===== src/rtl/timer_pkg.sv =====
// Shared types and display constants for the round timer and its display scanner.
package timer_pkg;

    typedef enum logic [1:0] {
        IDLE   = 2'd0,
        RUN    = 2'd1,
        PAUSED = 2'd2,
        DONE   = 2'd3
    } state_t;

    // Active-low segment patterns, bit order {g,f,e,d,c,b,a}
    localparam logic [6:0] SEG_0     = 7'b1000000;
    localparam logic [6:0] SEG_1     = 7'b1111001;
    localparam logic [6:0] SEG_2     = 7'b0100100;
    localparam logic [6:0] SEG_3     = 7'b0110000;
    localparam logic [6:0] SEG_4     = 7'b0011001;
    localparam logic [6:0] SEG_5     = 7'b0010010;
    localparam logic [6:0] SEG_6     = 7'b0000010;
    localparam logic [6:0] SEG_7     = 7'b1111000;
    localparam logic [6:0] SEG_8     = 7'b0000000;
    localparam logic [6:0] SEG_9     = 7'b0010000;
    localparam logic [6:0] SEG_DASH  = 7'b0111111;
    localparam logic [6:0] SEG_BLANK = 7'b1111111;

    // Anode pattern per scan index; index 0 drives the leftmost digit (an[3])
    localparam logic [3:0][3:0] AN_SEL = {4'b1110, 4'b1101, 4'b1011, 4'b0111};
    localparam logic [3:0]      AN_OFF = 4'b1111;

    // BCD digit to segment pattern; out-of-range codes show nothing
    function automatic logic [6:0] seg_decode(input logic [3:0] d);
        logic [6:0] s;
        case (d)
            4'd0:    s = SEG_0;
            4'd1:    s = SEG_1;
            4'd2:    s = SEG_2;
            4'd3:    s = SEG_3;
            4'd4:    s = SEG_4;
            4'd5:    s = SEG_5;
            4'd6:    s = SEG_6;
            4'd7:    s = SEG_7;
            4'd8:    s = SEG_8;
            4'd9:    s = SEG_9;
            default: s = SEG_BLANK;
        endcase
        return s;
    endfunction

endpackage


===== src/rtl/round_timer_seg7_scan.sv =====
// Time-multiplexed scan of the 4-digit display; digit 3 is always blank.
module seg7_scan
    import timer_pkg::*;
#(
    parameter int unsigned REFRESH_DIV = 249_999
) (
    input  logic       clock,
    input  logic       reset,
    input  logic [3:0] i_dig2,
    input  logic [3:0] i_dig1,
    input  logic [3:0] i_dig0,
    input  logic       i_blank,
    input  logic       i_dash,
    input  logic       i_dp_on,
    output logic [6:0] o_seg,
    output logic [3:0] o_an,
    output logic       o_dp
);

    localparam int unsigned CW = (REFRESH_DIV > 0) ? $clog2(REFRESH_DIV + 1) : 1;

    logic [CW-1:0] r_cnt;
    logic [1:0]    r_idx;
    logic [6:0]    w_seg;
    logic          w_dp;

    // Scan counter and digit index
    always_ff @(posedge clock) begin
        if (reset) begin
            r_cnt <= '0;
            r_idx <= 2'd0;
        end else if (r_cnt == CW'(REFRESH_DIV)) begin
            r_cnt <= '0;
            r_idx <= r_idx + 2'd1;
        end else begin
            r_cnt <= r_cnt + CW'(1);
        end
    end

    // Segment and dp pattern for the digit currently selected
    always_comb begin
        w_seg = SEG_BLANK;
        w_dp  = 1'b1;
        if (!i_blank) begin
            case (r_idx)
                2'd1: begin
                    w_seg = i_dash ? SEG_DASH : seg_decode(i_dig2);
                    w_dp  = ~i_dp_on;
                end
                2'd2:    w_seg = i_dash ? SEG_DASH : seg_decode(i_dig1);
                2'd3:    w_seg = i_dash ? SEG_DASH : seg_decode(i_dig0);
                default: w_seg = SEG_BLANK;
            endcase
        end
    end

    // Registered display drive, one clock behind the index
    always_ff @(posedge clock) begin
        if (reset) begin
            o_seg <= SEG_BLANK;
            o_an  <= AN_OFF;
            o_dp  <= 1'b1;
        end else begin
            o_seg <= w_seg;
            o_an  <= AN_SEL[r_idx];
            o_dp  <= w_dp;
        end
    end

endmodule


===== src/rtl/round_timer.sv =====
// Whole-second countdown of a game round, shown as M:SS with expiry flags.
module round_timer
    import timer_pkg::*;
#(
    parameter int unsigned CLK_HZ        = 100_000_000,
    parameter int unsigned ROUND_SECONDS = 120,
    parameter int unsigned REFRESH_DIV   = 249_999,
    parameter int unsigned WARN_SECONDS  = 10
) (
    input  logic       clock,
    input  logic       reset,
    input  logic       start,
    input  logic       pause,
    output logic [6:0] seg,
    output logic [3:0] an,
    output logic       dp,
    output logic       running,
    output logic       time_up,
    output logic       game_over,
    output logic [9:0] time_left
);

    localparam int unsigned PW = (CLK_HZ > 1) ? $clog2(CLK_HZ) : 1;
    localparam logic [3:0]  RL_MIN = 4'(ROUND_SECONDS / 60);
    localparam logic [3:0]  RL_S10 = 4'((ROUND_SECONDS % 60) / 10);
    localparam logic [3:0]  RL_S1  = 4'(ROUND_SECONDS % 10);

    state_t        r_state;
    state_t        w_next;
    logic [PW-1:0] r_pres;
    logic [3:0]    r_min;
    logic [3:0]    r_s10;
    logic [3:0]    r_s1;
    logic          w_wrap;
    logic          w_tick;
    logic          w_expire;
    logic          w_half;
    logic          w_blank;
    logic          w_dash;
    logic          w_dp_on;

    assign w_wrap   = (r_pres == PW'(CLK_HZ - 1));
    assign w_tick   = (r_state == RUN) && w_wrap;
    assign w_expire = w_tick && (time_left == 10'd1);
    assign w_half   = (r_pres >= PW'(CLK_HZ / 2));

    // State register
    always_ff @(posedge clock) begin
        if (reset) r_state <= IDLE;
        else       r_state <= w_next;
    end

    // Next state (abort beats expiry beats pause) and display mode
    always_comb begin
        w_next  = r_state;
        w_blank = 1'b0;
        w_dash  = 1'b0;
        w_dp_on = 1'b0;
        case (r_state)
            IDLE: begin
                w_dash = 1'b1;
                if (start) w_next = RUN;
            end
            RUN: begin
                w_dp_on = (time_left > 10'(WARN_SECONDS)) || !w_half;
                if (!start)        w_next = IDLE;
                else if (w_expire) w_next = DONE;
                else if (pause)    w_next = PAUSED;
            end
            PAUSED: begin
                w_dp_on = (time_left > 10'(WARN_SECONDS)) || !w_half;
                if (!start)      w_next = IDLE;
                else if (!pause) w_next = RUN;
            end
            DONE: begin
                w_blank = w_half;
                w_dp_on = 1'b1;
                if (!start) w_next = IDLE;
            end
            default: w_next = IDLE;
        endcase
    end

    // Second prescaler: cleared in IDLE, frozen while paused, free-running in DONE
    always_ff @(posedge clock) begin
        if (reset || w_next == IDLE) begin
            r_pres <= '0;
        end else if (r_state == RUN || r_state == DONE) begin
            r_pres <= w_wrap ? '0 : r_pres + PW'(1);
        end
    end

    // BCD countdown with binary shadow
    always_ff @(posedge clock) begin
        if (reset || w_next == IDLE) begin
            r_min     <= RL_MIN;
            r_s10     <= RL_S10;
            r_s1      <= RL_S1;
            time_left <= 10'(ROUND_SECONDS);
        end else if (w_tick) begin
            time_left <= time_left - 10'd1;
            if (r_s1 != 4'd0) begin
                r_s1 <= r_s1 - 4'd1;
            end else begin
                r_s1 <= 4'd9;
                if (r_s10 != 4'd0) begin
                    r_s10 <= r_s10 - 4'd1;
                end else begin
                    r_s10 <= 4'd5;
                    r_min <= r_min - 4'd1;
                end
            end
        end
    end

    // Status flags aligned with the state register
    always_ff @(posedge clock) begin
        if (reset) begin
            running   <= 1'b0;
            game_over <= 1'b0;
            time_up   <= 1'b0;
        end else begin
            running   <= (w_next == RUN);
            game_over <= (w_next == DONE);
            time_up   <= (r_state == RUN) && start && w_expire;
        end
    end

    seg7_scan #(
        .REFRESH_DIV(REFRESH_DIV)
    ) u_scan (
        .clock  (clock),
        .reset  (reset),
        .i_dig2 (r_min),
        .i_dig1 (r_s10),
        .i_dig0 (r_s1),
        .i_blank(w_blank),
        .i_dash (w_dash),
        .i_dp_on(w_dp_on),
        .o_seg  (seg),
        .o_an   (an),
        .o_dp   (dp)
    );

endmodule


===== config.mk =====
export PLATFORM = sky130hd
export DESIGN_NAME = round_timer
export DESIGN_NICKNAME = d
export VERILOG_FILES = /design/src/rtl/timer_pkg.sv /design/src/rtl/round_timer_seg7_scan.sv /design/src/rtl/round_timer.sv
export SDC_FILE = /design/constraint.sdc
export NUM_CORES = 1
export LEC_CHECK = 0
export ABC_AREA = 1
export BUFFER_PORTS_ARGS = -buffer_cell sky130_fd_sc_hd__buf_2
export CAP_MARGIN = 20
export CORE_UTILIZATION = 40
export CTS_CLUSTER_DIAMETER = 50
export CTS_CLUSTER_SIZE = 10
export DETAILED_ROUTE_END_ITERATION = 6
export MAX_ROUTING_LAYER = met4
export RECOVER_POWER = 100
export SLEW_MARGIN = 25
export SYNTH_ARGS = -nofsm -noshare
export SYNTH_HDL_FRONTEND = slang
export SYNTH_HIERARCHICAL = 1
export SYNTH_SLANG_ARGS = --single-unit
export TNS_END_PERCENT = 10

===== constraint.sdc =====
create_clock -name clock -period 2.4 [get_ports clock]
set_clock_uncertainty 0.15 [all_clocks]
set_input_delay 0.6 -clock clock [delete_from_list [all_inputs] [get_ports clock]]
set_output_delay 0.6 -clock clock [all_outputs]
set_load 0.05 [all_outputs]

== Word level (Yosys, flattened, before mapping) ==
Memories as Yosys holds them, arrays and structs flattened. A register that Yosys moved wholly into a read port is not among the register bits.
Index checks and enable logic that the tools add are counted.

* Memories: 3
* ROM bits: 336
* Bits in registers: 86
* Logic and storage cells: 86
* Output and inout port bits: 25
* Input port bits: 4

{| class="wikitable"
|+ Memories
! memory !! depth !! width !! read ports !! clocked after memory_dff !! write ports !! RTL line !! text
|-
| (no name shown) || 16 || 7 || 1 || 1 || 0 || timer_pkg.sv:32 || <nowiki>case (d)</nowiki>
|-
| (no name shown) || 16 || 7 || 1 || 1 || 0 || timer_pkg.sv:32 ||
|-
| (no name shown) || 16 || 7 || 1 || 1 || 0 || timer_pkg.sv:32 ||
|}

* Muxes and demuxes: 26
* Order comparisons: 3
* $add $sub $neg: 7
* Eq/ne operators: 11
* Reduce and logical (&&, ||, !) cells: 18
* Bitwise gates (word level): 4

{| class="wikitable"
|+ Operators by type and width
! kind !! number
|-
| $mux W4 || 9
|-
| $add A27 B1 Y27 const B || 1
|-
| $eq A27 B27 Y1 const B || 1
|-
| $ge A27 B26 Y1 const B || 1
|-
| $mux W27 || 1
|-
| $mux W7 || 3
|-
| $pmux W7 S3 || 1
|-
| $add A18 B1 Y18 const B || 1
|-
| $eq A18 B18 Y1 const B || 1
|-
| $mux W2 || 7
|-
| $sub A4 B1 Y4 const B || 3
|-
| $eq A10 B1 Y1 const B || 1
|-
| $eq A2 B2 Y1 const B || 5
|-
| $gt A10 B4 Y1 const B || 1
|-
| $sub A10 B1 Y10 const B || 1
|-
| $bmux W4 S2 || 1
|-
| $pmux W2 S4 || 1
|-
| $reduce_bool A4 Y1 || 2
|-
| $eq A2 B1 Y1 const B || 3
|-
| $reduce_or A2 Y1 || 3
|-
| $logic_and A1 B1 Y1 || 4
|-
| $logic_not A2 Y1 || 2
|-
| $not A1 Y1 || 4
|-
| $logic_or A1 B1 Y1 || 3
|-
| other kinds (8) || 9
|}

== Longest topological paths before layout ==
* Depth in word-level cells: 9
* Gate-level depth with buffers: 14
* Mapped depth without buffers: 14

== Cells and area by module ==
The synthesis kept the hierarchy.

{| class="wikitable"
|+ By module, submodules not included
! module !! times used !! cells each !! sequential area each (um^2) !! area an instance (um^2)
|-
| round_timer || 1 || 497 || 1081.0 || 3291.9
|-
| seg7_scan || 1 || 302 || 640.6 || 2090.8
|}

== Least setup slack after synthesis ==
OpenSTA, ideal clock, no wires.

* Path type: register -> register
* Start: register r_state[1]
* End: register r_pres[15]
* Clock period less this slack: 2.108 ns
* Path slack: 0.292 ns
* Data arrival time: 1.830 ns
* Cell stages (with the launch flop): 14
* Cells stage by stage: dfxtp_1 -> inv_1 -> ha_1 -> nor2_2 -> inv_2 -> nand3_1 -> inv_2 -> nand2_1 -> nor2_1 -> nand2_1 -> nor2_1 -> or2_2 -> nand3_1 -> a21oi_1

* Cells in the longest elaborated chain, start to end: 8

{| class="wikitable"
|+ RTL lines
! what !! RTL line !! text
|-
| start, declared || round_timer.sv:28 || <nowiki>state_t r_state;</nowiki>
|-
| start signal, assigned || round_timer.sv:50 || <nowiki>else r_state <= w_next;</nowiki>
|-
| $eq A2 B1 Y1 || round_timer.sv:43, round_timer.sv:59, round_timer.sv:88 ||
|-
| $logic_and A1 B1 Y1 || round_timer.sv:43 || <nowiki>assign w_tick = (r_state == RUN) && w_wrap;</nowiki>
|-
| $logic_and A1 B1 Y1 || round_timer.sv:44 || <nowiki>assign w_expire = w_tick && (time_left == 10'd1);</nowiki>
|-
| $mux W2 || round_timer.sv:67 || <nowiki>else if (w_expire) w_next = DONE;</nowiki>
|-
| $mux W2 || round_timer.sv:66 || <nowiki>if (!start) w_next = IDLE;</nowiki>
|-
| $pmux W2 S4 || round_timer.sv:59 || <nowiki>case (r_state)</nowiki>
|-
| $logic_not A2 Y1 || round_timer.sv:86 || <nowiki>if (reset || w_next == IDLE) begin</nowiki>
|-
| $logic_or A1 B1 Y1 || round_timer.sv:86 ||
|-
| end signal, assigned || round_timer.sv:89 || <nowiki>r_pres <= w_wrap ? '0 : r_pres + PW'(1);</nowiki>
|-
| end, declared || round_timer.sv:30 || <nowiki>logic [PW-1:0] r_pres;</nowiki>
|}

Several ways; a longest one is shown, not always the timed one.
A chain may end at the register's enable or synchronous reset.

== Final worst setup path ==
* Start: register r_pres[12]
* End: register u_scan.o_seg[0]

* Cells in the longest elaborated chain, start to end: 3

{| class="wikitable"
|+ RTL lines
! what !! RTL line !! text
|-
| $ge A27 B26 Y1 || round_timer.sv:45 || <nowiki>assign w_half = (r_pres >= PW'(CLK_HZ / 2));</nowiki>
|-
| $mux W1 || round_timer.sv:59 ||
|-
| net w_blank || round_timer.sv:38 || <nowiki>logic w_blank;</nowiki>
|-
| $reduce_or A2 Y1 (no line) || - ||
|-
| end signal, assigned || round_timer_seg7_scan.sv:64 || <nowiki>o_seg <= w_seg;</nowiki>
|-
| end, declared || round_timer_seg7_scan.sv:15 || <nowiki>output logic [6:0] o_seg,</nowiki>
|}

The timed path passes the listed nets, and every way through them passes these cells.

==> results.toml <==
[run_status]
status = "finished, final reports clean"

[logic_synthesis]
synthTopCellsByArea = "dfxtp_1 (32%), nand2_1 (13%), ha_1 (7.9%)"
async_flop_share_pct = 0
yosys.area.top_type = "dfxtp_1"
netlist_instances = 799
synth_ff_type = "dfxtp_1"
synth_fp_nets = 837
syn_avg_cell_area_um2 = 6.74
synth_seq_cells = 86
synth_edf_count = 0
syn-cell-area_mm2 = 0.00538
seq_area_frac_synth_pct = 32.0
synth.top_cells.by_count = "nand2_1 (186), inv_1 (113), dfxtp_1 (86), nor2_1 (82), a21oi_1 (68)"
yosysMostFrequentCell = "nand2_1"
yosysWarnings = 6
ys_types = 37
synth.top_cell.area_share_pct = 32.0

[drt]
wirelength_um = 12400
wl_per_cell_um = 12.1
drc = 0
first_pass_iters = 5
via_per_inst = 4.90
postRouteAntennaNets = 0
dr_total_vias = 5007
drt_iter0_drc = 266

[clock_network]
clkSinkCount = 86
ctsRootBufferMaster = "clkbuf_16"
clk_path_buf_depth = 2
post-cts-setup-buffer-count = 0
cts_tree = "yes"
postCtsResizedCells = 0
path_clk_slew_ns = 0.07
clk_latency_ns = 0.35
cts_inserted_buffers = 9
postCtsHoldBufs = 0
h-tree-depth = 3

[placement]
dpl.hpwl_um = 9290
dp.cells = 1005
routabilityCongestion = 0.921
place_ws_ns = 0.115
port_buffers = 28

[worst_setup_path]
endpoint_kind = "flop"
worstReg2RegStart = "r_pres[12]$_SDFFE_PP0P_"
cp_max_fo = 5
crit_slowest_cell = "dfxtp_1"
cp_data_required_time_ns = 2.48
max_stage_delay_ns = 0.34
path_delay_family = "simple AND/OR/NAND/NOR gates"
crit_type = "reg2reg"
path_buf_inv = 4
r2r_end = "u_scan/o_seg[0]$_SDFF_PP1_"
reg2regPathDepth = 14
worstPathArrival_ns = 2.26
r2r_setup_slack_ns = 0.22
path_common_cell = "inv_1"
start_kind = "flop"
worstPathCellList = "nand2_1 > nor2_1 > inv_1 > o21ai_0 > nand2_1 > nand3_1 > nand2_1 > inv_1 > nor2_1 > inv_1 > nor2_1 > inv_1 > a21oi_1 > nand3_1"

[grt]
antenna_found_initial = 0
grt_pass1_vias = 4641
grt_pass1_wl_um = 21500
grt_overflow_total = 0
grt_usage_pct = 19.4
grt_max_degree = 29

[final_layout]
nets = 878
finalNonFillerCells = 1021
final_util_pct = 46.3
drive_gt1_share_pct = 8.88
antenna_cells = 0
fillCellCount = 1365
area_delta_synth_final_pct = 13.6

[sta]
maxSlewViolCount = 0
final-hold-violation-count = 0
period_share_pct = 90.9
setup_viol = 0
worst_slack_ns = 0.218
timing.hold.ws_ns = 0.312
relSlewSlack_pct = 53.9
fin_crit_ns = 2.18
worstMarginPinSlew_ns = 0.689
max_freq_mhz = 458
rsz0062_at_grt = "yes"

[floorplanning]
start_util_pct = 40.8
die_y_um = 118
dieWidth_um = 118
dieArea_mm2 = 0.0139
ios = 29
core_area_mm2 = 0.0132
row_count = 42

[worst_hold_path]
min_to = "u_scan/r_cnt[17]$_SDFF_PP0_"
min_path_cells = 2
hp-start = "u_scan/r_cnt[17]$_SDFF_PP0_"
min_path_type = "reg2reg"

[run]
maxCapViolations = 0

[pwr]
internal_power_w = 0.00261
switchingPower_w = 0.000739
switching_share_pct = 22.1
max-vdd-ir-drop_uv = 319
p_per_area_mw_per_mm2 = 548
clkPwrFrac_pct = 51.9
p_leak_nw = 2.38
pwr-share-seq_pct = 43.3
combPwrFrac_pct = 4.8
-- worst max-delay path by stage --
| stage | start | end | slack (ns) | cells past startpoint |
|---|---|---|---|---|
| global placement | r_state[1]$_SDFF_PP0_ | r_pres[15]$_SDFFE_PP0P_ | 0.19 | 13 |
| finish | r_pres[12]$_SDFFE_PP0P_ | u_scan/o_seg[0]$_SDFF_PP1_ | 0.22 | 14 |
| global route | r_pres[16]$_SDFFE_PP0P_ | u_scan/o_seg[1]$_SDFF_PP1_ | -0.03 | 13 |
| CTS | r_state[1]$_SDFF_PP0_ | r_pres[22]$_SDFFE_PP0P_ | 0.09 | 12 |
| floorplan | r_state[1]$_SDFF_PP0_ | r_pres[15]$_SDFFE_PP0P_ | 0.29 | 13 |
| detailed placement | r_state[1]$_SDFF_PP0_ | r_pres[15]$_SDFFE_PP0P_ | 0.12 | 13 |
-- power by group through the flow --
stage / registers, W / logic [W] / clock network [W]
finish: 0.00145 / 0.000162 / 0.00174
global route: 0.00145 / 0.000183 / 0.00184
floorplan: 0.00149 / 0.000120 / 0
global placement: 0.00148 / 0.000162 / 0
CTS: 0.00145 / 0.000160 / 0.00178
detailed placement: 0.00148 / 0.000160 / 0
-- cell type report --
cell class / instances / area, um2 / area share [%]
sequential: 86 / 1720 / 28.2
clock inverter: 7 / 145 / 2.37
timing repair buffer: 42 / 224 / 3.66
tap: 176 / 220 / 3.60
inverter: 117 / 439 / 7.18
clock buffer: 9 / 225 / 3.68
multi-input combinational: 584 / 3140 / 51.3
-- cell families (layout without fill, tap and decap cells) --
logic type                 after synthesis  in the layout  share of synthesized area (%)
AOI/OAI and AO/OA                      126            126                           12.5
adders and majority gates               34             34                           7.90
xor gates and xnor gates                24             24                           3.91
DFF                                     86             86                           32.0
and+or+nand+nor                        400            400                           33.4
buffers and inverters                  129            175                           10.3
-- metal layers --
layer / track usage, % / up-vias / routed length (um) / part of all wire (%)
met5: - / - / 0 / 0
met4: 7.61 / 0 / 210 / 1.7
met3: 2.42 / 18 / 397 / 3.2
met2: 30.5 / 84 / 5660 / 46
met1: 25.2 / 2247 / 6100 / 49
li1: - / 2658 / - / -
-- state kept, by name, indices dropped and copies added (netlist names) --
| signal | count |
|---|---|
| game_over | 1 |
| u_scan/o_an | 4 |
| r_state | 2 |
| u_scan/r_idx | 2 |
| r_pres | 27 |
| time_up | 1 |
| r_s1 | 4 |
| r_s10 | 4 |
| time_left | 10 |
| running | 1 |
| u_scan/o_seg | 7 |
| r_min | 4 |
| u_scan/o_dp | 1 |
| u_scan/r_cnt | 18 |
-- cells in the final DEF (no fill, tap or decap), types with 2 or more instances in the layout --
| cell | Yosys | layout |
|---|---|---|
| a21oi_1 | 68 | 68 |
| a21oi_2 | 2 | 2 |
| a31oi_1 | 3 | 3 |
| buf_2 | 1 | 3 |
| buf_4 | 0 | 12 |
| bufinv_16 | 0 | 4 |
| clkbuf_1 | 3 | 25 |
| clkbuf_16 | 0 | 9 |
| dfxtp_1 | 86 | 84 |
| dfxtp_2 | 0 | 2 |
| ha_1 | 34 | 32 |
| inv_1 | 113 | 113 |
| inv_2 | 4 | 3 |
| nand2_1 | 186 | 188 |
| nand2_2 | 6 | 5 |
| nand3_1 | 59 | 59 |
| nand3b_1 | 2 | 2 |
| nand4_1 | 19 | 19 |
| nor2_1 | 82 | 80 |
| nor2_2 | 13 | 13 |
| nor2_4 | 6 | 8 |
| nor3_1 | 11 | 11 |
| nor3_2 | 2 | 2 |
| nor4_1 | 6 | 6 |
| o211ai_1 | 6 | 6 |
| o21ai_0 | 38 | 38 |
| o22ai_1 | 3 | 3 |
| o31ai_1 | 2 | 2 |
| or2_2 | 3 | 3 |
| xnor2_1 | 7 | 7 |
| xor2_1 | 17 | 17 |
-- worst reg2reg max path: cells and delay by family (launching register included) --
family | cells | cell delay [ns]
buffers and inverters | 4 | 0.34
flip-flops | 1 | 0.34
AND/OR/NAND/NOR | 8 | 0.98
AO/OA/AOI/OAI | 2 | 0.28
-- per-stage QoR --
step / total power [W] / cell area [um2] / TNS [ns]
final: 0.00335 / 6110 / 0
after detailed placement: 0.00164 / 5750 / 0
after global placement: 0.00164 / 5750 / 0
after floorplan: 0.00161 / 5380 / 0
after CTS: 0.00339 / 6120 / 0
after global routing: 0.00347 / 6110 / -0.0652
No activity file was read; power rests on OpenSTA's default activity.
